## src/rtl/mnist_pkg.sv

```systemverilog
// rtl/mnist_pkg.sv - shared frame geometry, classifier defaults and streamer state encoding
package mnist_pkg;

  localparam int FRAME_BYTES     = 32;
  localparam int INDEX_W         = 4;
  localparam int DEFAULT_LATENCY = 4;

  typedef enum logic [1:0] {
    ST_IDLE   = 2'd0,
    ST_STREAM = 2'd1,
    ST_WAIT   = 2'd2
  } state_e;

endpackage

```

## src/rtl/frame_buffer_32x8.sv

```systemverilog
// rtl/frame_buffer_32x8.sv - byte-wide frame store, sync write, registered read with write-first bypass
module frame_buffer_32x8 #(
  parameter int DEPTH = 32,
  parameter int AW    = $clog2(DEPTH)
) (
  input  logic          clk,
  input  logic          we,
  input  logic [AW-1:0] wa,
  input  logic [7:0]    wd,
  input  logic [AW-1:0] ra,
  output logic [7:0]    rd
);

  logic [7:0] mem_q [DEPTH];
  logic [7:0] rd_q;

  // No reset on purpose: image contents must survive a streamer reset.
  always_ff @(posedge clk) begin
    if (we) begin
      mem_q[wa] <= wd;
    end
    rd_q <= (we && (wa == ra)) ? wd : mem_q[ra];
  end

  assign rd = rd_q;

endmodule

```

## src/rtl/mnist_frame_streamer.sv

```systemverilog
// rtl/mnist_frame_streamer.sv - streams a stored 16x16 binary frame into the classifier and latches its class index
module mnist_frame_streamer #(
  parameter int FRAME_BYTES = mnist_pkg::FRAME_BYTES,
  parameter int LATENCY     = mnist_pkg::DEFAULT_LATENCY,
  parameter int INDEX_W     = mnist_pkg::INDEX_W
) (
  input  logic                           clk,
  input  logic                           rst,
  input  logic                           wr_en,
  input  logic [$clog2(FRAME_BYTES)-1:0] wr_addr,
  input  logic [7:0]                     wr_data,
  input  logic                           start,
  input  logic                           repeat_en,
  output logic [7:0]                     pixel_byte,
  output logic                           pixel_valid,
  input  logic [INDEX_W-1:0]             class_in,
  output logic                           busy,
  output logic                           done,
  output logic [INDEX_W-1:0]             class_out,
  output logic                           class_valid
);

  import mnist_pkg::*;

  localparam int AW = $clog2(FRAME_BYTES);
  localparam int WW = (LATENCY > 1) ? $clog2(LATENCY) : 1;
  localparam logic [AW-1:0] LAST_BYTE = AW'(FRAME_BYTES - 1);
  localparam logic [WW-1:0] LAST_WAIT = WW'((LATENCY > 0) ? LATENCY - 1 : 0);

  state_e               state_q, state_d;
  logic [AW-1:0]        byte_cnt_q, byte_cnt_d;
  logic [WW-1:0]        wait_cnt_q, wait_cnt_d;
  logic                 restart_q, restart_d;
  logic                 done_q, done_d;
  logic                 class_valid_q, class_valid_d;
  logic [INDEX_W-1:0]   class_q, class_d;
  logic [AW-1:0]        rd_addr;
  logic [7:0]           rd_data;
  logic                 wr_ok;
  logic                 sample;

  // restart_q keeps busy high through the done cycle of a repeating frame.
  assign busy  = (state_q != ST_IDLE) || restart_q;
  assign wr_ok = wr_en && !busy;

  always_comb begin
    state_d       = state_q;
    byte_cnt_d    = byte_cnt_q;
    wait_cnt_d    = wait_cnt_q;
    restart_d     = 1'b0;
    done_d        = 1'b0;
    class_d       = class_q;
    class_valid_d = class_valid_q && !wr_ok;
    rd_addr       = '0;
    sample        = 1'b0;

    case (state_q)
      ST_IDLE: begin
        if (start || restart_q) begin
          state_d    = ST_STREAM;
          byte_cnt_d = '0;
        end
      end
      ST_STREAM: begin
        if (byte_cnt_q == LAST_BYTE) begin
          if (LATENCY == 0) begin
            sample = 1'b1;
          end else begin
            state_d    = ST_WAIT;
            wait_cnt_d = '0;
          end
        end else begin
          rd_addr    = byte_cnt_q + 1'b1;
          byte_cnt_d = byte_cnt_q + 1'b1;
        end
      end
      ST_WAIT: begin
        if (wait_cnt_q == LAST_WAIT) begin
          sample = 1'b1;
        end else begin
          wait_cnt_d = wait_cnt_q + 1'b1;
        end
      end
      default: state_d = ST_IDLE;
    endcase

    if (sample) begin
      state_d       = ST_IDLE;
      class_d       = class_in;
      done_d        = 1'b1;
      class_valid_d = 1'b1;
      restart_d     = repeat_en;
    end
  end

  always_ff @(posedge clk) begin
    if (rst) begin
      state_q       <= ST_IDLE;
      byte_cnt_q    <= '0;
      wait_cnt_q    <= '0;
      restart_q     <= 1'b0;
      done_q        <= 1'b0;
      class_q       <= '0;
      class_valid_q <= 1'b0;
    end else begin
      state_q       <= state_d;
      byte_cnt_q    <= byte_cnt_d;
      wait_cnt_q    <= wait_cnt_d;
      restart_q     <= restart_d;
      done_q        <= done_d;
      class_q       <= class_d;
      class_valid_q <= class_valid_d;
    end
  end

  frame_buffer_32x8 #(
    .DEPTH (FRAME_BYTES),
    .AW    (AW)
  ) u_buf (
    .clk (clk),
    .we  (wr_ok),
    .wa  (wr_addr),
    .wd  (wr_data),
    .ra  (rd_addr),
    .rd  (rd_data)
  );

  assign pixel_valid = (state_q == ST_STREAM);
  assign pixel_byte  = pixel_valid ? rd_data : 8'h00;
  assign done        = done_q;
  assign class_out   = class_q;
  assign class_valid = class_valid_q;

endmodule

```

## config.mk

```make
export PLATFORM = sky130hd
export DESIGN_NAME = mnist_frame_streamer
export DESIGN_NICKNAME = d
export VERILOG_FILES = /design/src/rtl/mnist_pkg.sv /design/src/rtl/frame_buffer_32x8.sv /design/src/rtl/mnist_frame_streamer.sv
export SDC_FILE = /design/constraint.sdc
export NUM_CORES = 1
export LEC_CHECK = 0
export ABC_AREA = 1
export CAP_MARGIN = 20
export CORE_MARGIN = 4
export CORE_UTILIZATION = 45
export CTS_BUF_LIST = sky130_fd_sc_hd__clkbuf_2 sky130_fd_sc_hd__clkbuf_4 sky130_fd_sc_hd__clkbuf_8
export CTS_CLUSTER_DIAMETER = 100
export DETAILED_ROUTE_END_ITERATION = 10
export GPL_TIMING_DRIVEN = 0
export PLACE_DENSITY_LB_ADDON = 0.05
export SLEW_MARGIN = 25
export SYNTH_ARGS = -nofsm -noshare
export SYNTH_HDL_FRONTEND = slang
export SYNTH_SLANG_ARGS = --single-unit
```

## constraint.sdc

```tcl
create_clock -name clk -period 2 [get_ports clk]
set_input_delay 0.2 -clock clk [delete_from_list [all_inputs] [get_ports clk]]
set_output_delay 0.2 -clock clk [all_outputs]
set_load 0.01 [all_outputs]
```

After elaboration in Yosys (flattened, before gate mapping):

Memory sizes are Yosys's and may differ from the RTL's. A register that Yosys moved wholly into a read port is not among the register bits.
Cells that the tools add are included.

* flip-flop bits (word level): 16
* memory bits (writable): 256
* input bits: 22
* output and inout port bits: 16
* word-level logic and storage cells: 53
* memories kept: 1

Memory list
* u_buf.mem_q: words 32, width 8, rd ports 1, clocked after Yosys merged registers in 1, wr ports 1, line frame_buffer_32x8.sv:14 `logic [7:0] mem_q [DEPTH];`

* $add $sub $neg: 2
* equality and inequality tests: 8
* multiplexer cells: 18
* bitwise logic cells: 2
* reduce and logical (&&, ||, !) cells: 15

Operators with widths (number)
* 5-bit 2-to-1 mux: 4
* 5-bit one-hot mux with 2 select lines: 1
* 3-bit AND reduction: 3
* 2-bit 2-to-1 mux: 4
* 8-bit 2-to-1 mux: 1
* 1-bit 2-to-1 mux: 6
* 2-bit != test, second input constant: 3
* 2-bit one-hot mux with 3 select lines: 1
* 2-bit nonzero test: 3
* 5-bit by 1-bit adder with 5-bit output, second input constant: 1
* 5-bit == test, second input constant: 1
* 2-bit == test, second input constant: 2
* 2-bit one-hot mux with 2 select lines: 1
* 2-bit OR reduction: 2
* 2-bit by 1-bit adder with 2-bit output, second input constant: 1
* 2-bit by 1-bit == test with 1-bit output, second input constant: 1
* 1-bit logical AND: 2
* 1-bit zero test: 2
* 2-bit zero test: 1
* 1-bit logical OR: 2
* 2-bit by 1-bit != test with 1-bit output, second input constant: 1
* 1-bit inverter: 2

Depth between registers and ports, before layout:

* depth in word-level cells: 7
* mapped depth: 12
* mapped depth without buffers: 9

Modules after synthesis:

From an unflattened synthesis, not the netlist that was laid out.

* cell total of the unflattened synthesis: 1041
* area, all modules: 11531.1 µm²

By module, submodules not included
* frame_buffer_32x8: instances 1, cells each 919, area an instance 10726.5 µm², sequential area each 7787.5 µm²
* mnist_frame_streamer: instances 1, cells each 122, area an instance 804.5 µm², sequential area each 320.3 µm²

Least setup slack after synthesis:

No wires, ideal clock.

* kind: register to register
* from: register state_q[1]
* to: memory u_buf.mem_q[10][0] (enable)
* library setup time: 370 ps
* arrival: 1373 ps
* required time: 1630 ps
* path slack: 257 ps
* stages on the path, launching flop included: 6
* path buffers: 0
* clock period less this slack: 1743 ps
* cell sequence: dfxtp_1 > nor2_1 > nand2_1 > nor2_1 > nand3_1 > nor2_1

* cells in the longest elaborated chain, start to end: 6

RTL lines
* start: declaration: line mnist_frame_streamer.sv:30 `state_e state_q, state_d;`
* start signal: assignment: line mnist_frame_streamer.sv:106 `state_q <= state_d;`
* 2-bit nonzero test: line mnist_frame_streamer.sv:43 `assign busy = (state_q != ST_IDLE) || restart_q;`
* 1-bit logical OR: line mnist_frame_streamer.sv:43
* via busy: line mnist_frame_streamer.sv:17 `output logic busy,`
* 1-bit zero test: line mnist_frame_streamer.sv:44 `assign wr_ok = wr_en && !busy;`
* 1-bit logical AND: line mnist_frame_streamer.sv:44
* 1-bit 2-to-1 mux: line frame_buffer_32x8.sv:19 `if (we) begin`
* 1-bit 2-to-1 mux (implied by the code): line frame_buffer_32x8.sv:20 `mem_q[wa] <= wd;`
* end: declaration: line frame_buffer_32x8.sv:14

The timed path passes the listed nets, and every way through them passes these cells.

==> flow_summary.yaml <==
status:
  outcome: "finished, violations left"
  violations: "setup timing"
drt:
  dr_wl_met3_um: 2380
  drcViolationCount: 0
  wire_per_inst_um: 22.4
  viasPerCell: 5.40
  antenna_left: 0
  route.vias.total: 8023
  dr.max_layer_used: "met4"
  first_iter_violations: 673
  wl_met2_um: 15300
  m1WireLength_um: 14800
  first_pass_iters: 5
  wl_um: 33300
floorplanning:
  die_w_um: 166
  core_area_mm2: 0.0245
  fp.dieArea_mm2: 0.0277
  ios: 38
  chipHeight_um: 166
  rows: 57
  start_util_pct: 46.0
timing:
  finalHoldViolCount: 0
  fin_hold_ws_ns: 0.105
  worst_pin_slew_ns: 0.676
  setup_slack_ns: -0.449
  post-route-period-util_pct: 122
  max_freq_mhz: 408
  maxSlewViolCount: 0
  period_minus_slack_ns: 2.45
  slew-limit-headroom_pct: 55.0
  setup_viol: 8
  rsz0062_at_grt: "true"
  skew_ns: 0.0275
worst_setup_path:
  worst_setup_path_start_kind: "flip-flop"
  crit_top_cell: "nand2_1"
  cp_num_buf_inv: 5
  end_kind: "output port"
  critPathTopFamily: "simple AND/OR/NAND/NOR gates"
  worstPathRequired_ns: 1.80
  crit_slowest_cell: "dfxtp_4"
  max_stage_delay_ns: 0.37
  arrival_ns: 2.25
  critPathKind: "flip-flop to output port"
  crit_fanout: 6
  crit_chain: "clkinv_4, buf_12, buf_16, clkbuf_16, nand2_1, nand3_1, nand3_2, nand2_1, nand2_1, nand3_1, nand2_1, nor2_2, buf_6"
clocking:
  clkLatencyLatePin_ns: 0.56
  clkSlewWorstSetupHoldPaths_ns: 0.06
  cts_tree: "done"
  cts-htree-levels: 2
  cts_sinks: 277
  cts_root_buffer: "clkbuf_8"
  cts.path.max_buffers: 3
  cts_buffers: 46
grt:
  grt_pass1_wl_um: 47700
  gr-total-overflow: 0
  grt_pass1_vias: 7582
  grt_start_max_net_pins: 33
  antenna_found_initial: 0
  track_usage_pct: 23.1
finish:
  multi_input_area_mm2: 0.00371
  instances_no_fill: 1486
  fill_cells: 2044
  layout.core_utilization_pct: 59.6
  diodes: 0
  final_net_count: 1155
  layout-drive-gt1-share_pct: 30.1
  syn_to_final_growth_pct: 29.5
  regArea_mm2: 0.00811
power:
  p_clk_share_pct: 38.2
  leakage_nw: 5.42
  p_comb_share_pct: 10.2
  netSwitchingPower_w: 0.00295
  power_density_mw_per_mm2: 845
  power.total_w: 0.0124
  netSwitchingFraction_pct: 23.9
  p_int_w: 0.00941
  pwr-share-seq_pct: 51.6
  irDropWorstVdd_v: 0.000524
synth:
  ys_warn_count: 0
  syn_avg_cell_area_um2: 11.1
  ys_types: 20
  ys_seq_elements: 277
  yosysSeqAreaShare_pct: 71.8
  postSynthCellCount: 1015
  netlist_area_mm2: 0.0113
  syn_nets: 1040
place:
  dp.cells: 1382
  dp_hpwl_um: 21500
  pre_cts_ws_ns: -0.874
  io_buffer_count: 37
  gp_congestion: 0.899
hold_path:
  hold_class: "primary input to flip-flop"
run:
  drv_cap: 0
[per-stage QoR]
step	area, um^2	TNS, ns
3_5_place_dp	12200	-180.60
6_report	14600	-3.37
2_1_floorplan	11300	0
4_1_cts	13900	-3.72
5_1_grt	14600	-4.02
3_3_place_gp	12100	-221.69
[cell type report]
type | count | share of cell area [%]
Inverter | 22 | 0.624
Sequential cell | 277 | 55.5
Multi-Input combinational cell | 664 | 25.4
Timing Repair Buffer | 68 | 6.30
Buffer | 51 | 3.58
Clock inverter | 18 | 0.667
Clock buffer | 62 | 5.19
Tap cell | 324 | 2.77
[power by group through the flow]
| stage | combinational (W) | sequential [W] | clock [W] |
|---|---|---|---|
| 2_1_floorplan | 0.000452 | 0.00649 | 0 |
| 3_3_place_gp | 0.000880 | 0.00650 | 0 |
| 6_report | 0.00127 | 0.00637 | 0.00472 |
| 3_5_place_dp | 0.000911 | 0.00649 | 0 |
| 5_1_grt | 0.00134 | 0.00637 | 0.00509 |
| 4_1_cts | 0.00109 | 0.00637 | 0.00481 |
[routing by layer]
metal | vias up | track usage [%]
met5 | - | 0
met1 | 3911 | 33.2
met4 | 0 | 7.15
met3 | 66 | 4.38
met2 | 302 | 36.1
li1 | 3744 | -
[sequential cells by signal, indices dropped and copies added (netlist names), named ones only]
signal	count
restart_q	1
wait_cnt_q	2
state_q	2
class_valid	1
byte_cnt_q	5
done	1
class_out	4
u_buf.mem_q	256
[path summary, 6_finish.rpt]
kind	start	endpoint	slack, ns	cells past startpoint
max	flip-flop	pixel_byte[0]	-0.45	13
min	wr_data[1]	u_buf.mem_q[8][1]	0.11	1
max reg2reg	state_q[1]	u_buf.mem_q[2][2]	0.07	5
min reg2reg	byte_cnt_q[4]	byte_cnt_q[4]	0.47	2
[worst register-to-register path, cell delays in order (launching register included)]
cell and delay (ns):
dfxtp_1 0.33, nor2_1 0.10, nand2_1 0.13, nor2_4 0.28, nand3_4 0.35, nor2_4 0.40
[synth_stat cells]
cell type / count / area (um^2)
a21oi_1: 8 / 40.0
buf_1: 3 / 11.3
buf_2: 18 / 90.1
buf_4: 13 / 97.6
buf_6: 3 / 33.8
clkbuf_1: 15 / 56.3
clkinv_1: 1 / 3.75
dfxtp_1: 21 / 420
edfxtp_1: 256 / 7690
ha_1: 3 / 37.5
inv_1: 19 / 71.3
inv_2: 2 / 7.51
nand2_1: 338 / 1270
nand3_1: 183 / 916
nor2_1: 99 / 372
nor3_1: 1 / 5.00
o211a_1: 1 / 10.0
o21ai_0: 15 / 75.1
o21ai_1: 14 / 70.1
xor2_1: 2 / 17.5
[layout by cell type, fill, tap and decap left out, drive strengths merged, types with 2 or more instances in the layout]
master	instances
nand3	183
nor2	99
a21oi	8
ha	3
clkinv	18
edfxtp	256
clkbuf	82
o21ai	29
inv	20
xor2	2
buf	78
nand2	338
clkdlybuf4s50	20
dfxtp	21
[kinds of logic (layout without fill, tap and decap cells)]
family / after synthesis / after routing / synth area share, %
compound gates: 38 / 38 / 1.73
xor+xnor: 2 / 2 / 0.155
fa+ha+maj: 3 / 3 / 0.332
buf+inv: 74 / 221 / 3.29
flops: 277 / 277 / 71.8
simple gates: 621 / 621 / 22.7
[timing repair]
action                     4_1_cts  5_1_grt
setup endpoints to repair      265       22
hold buffers                     0        0
gates cloned                     2        6
buffers inserted                12        5
resized for setup              231      141
pin swaps                       29       65
No activity file was read; power rests on OpenSTA's default activity.
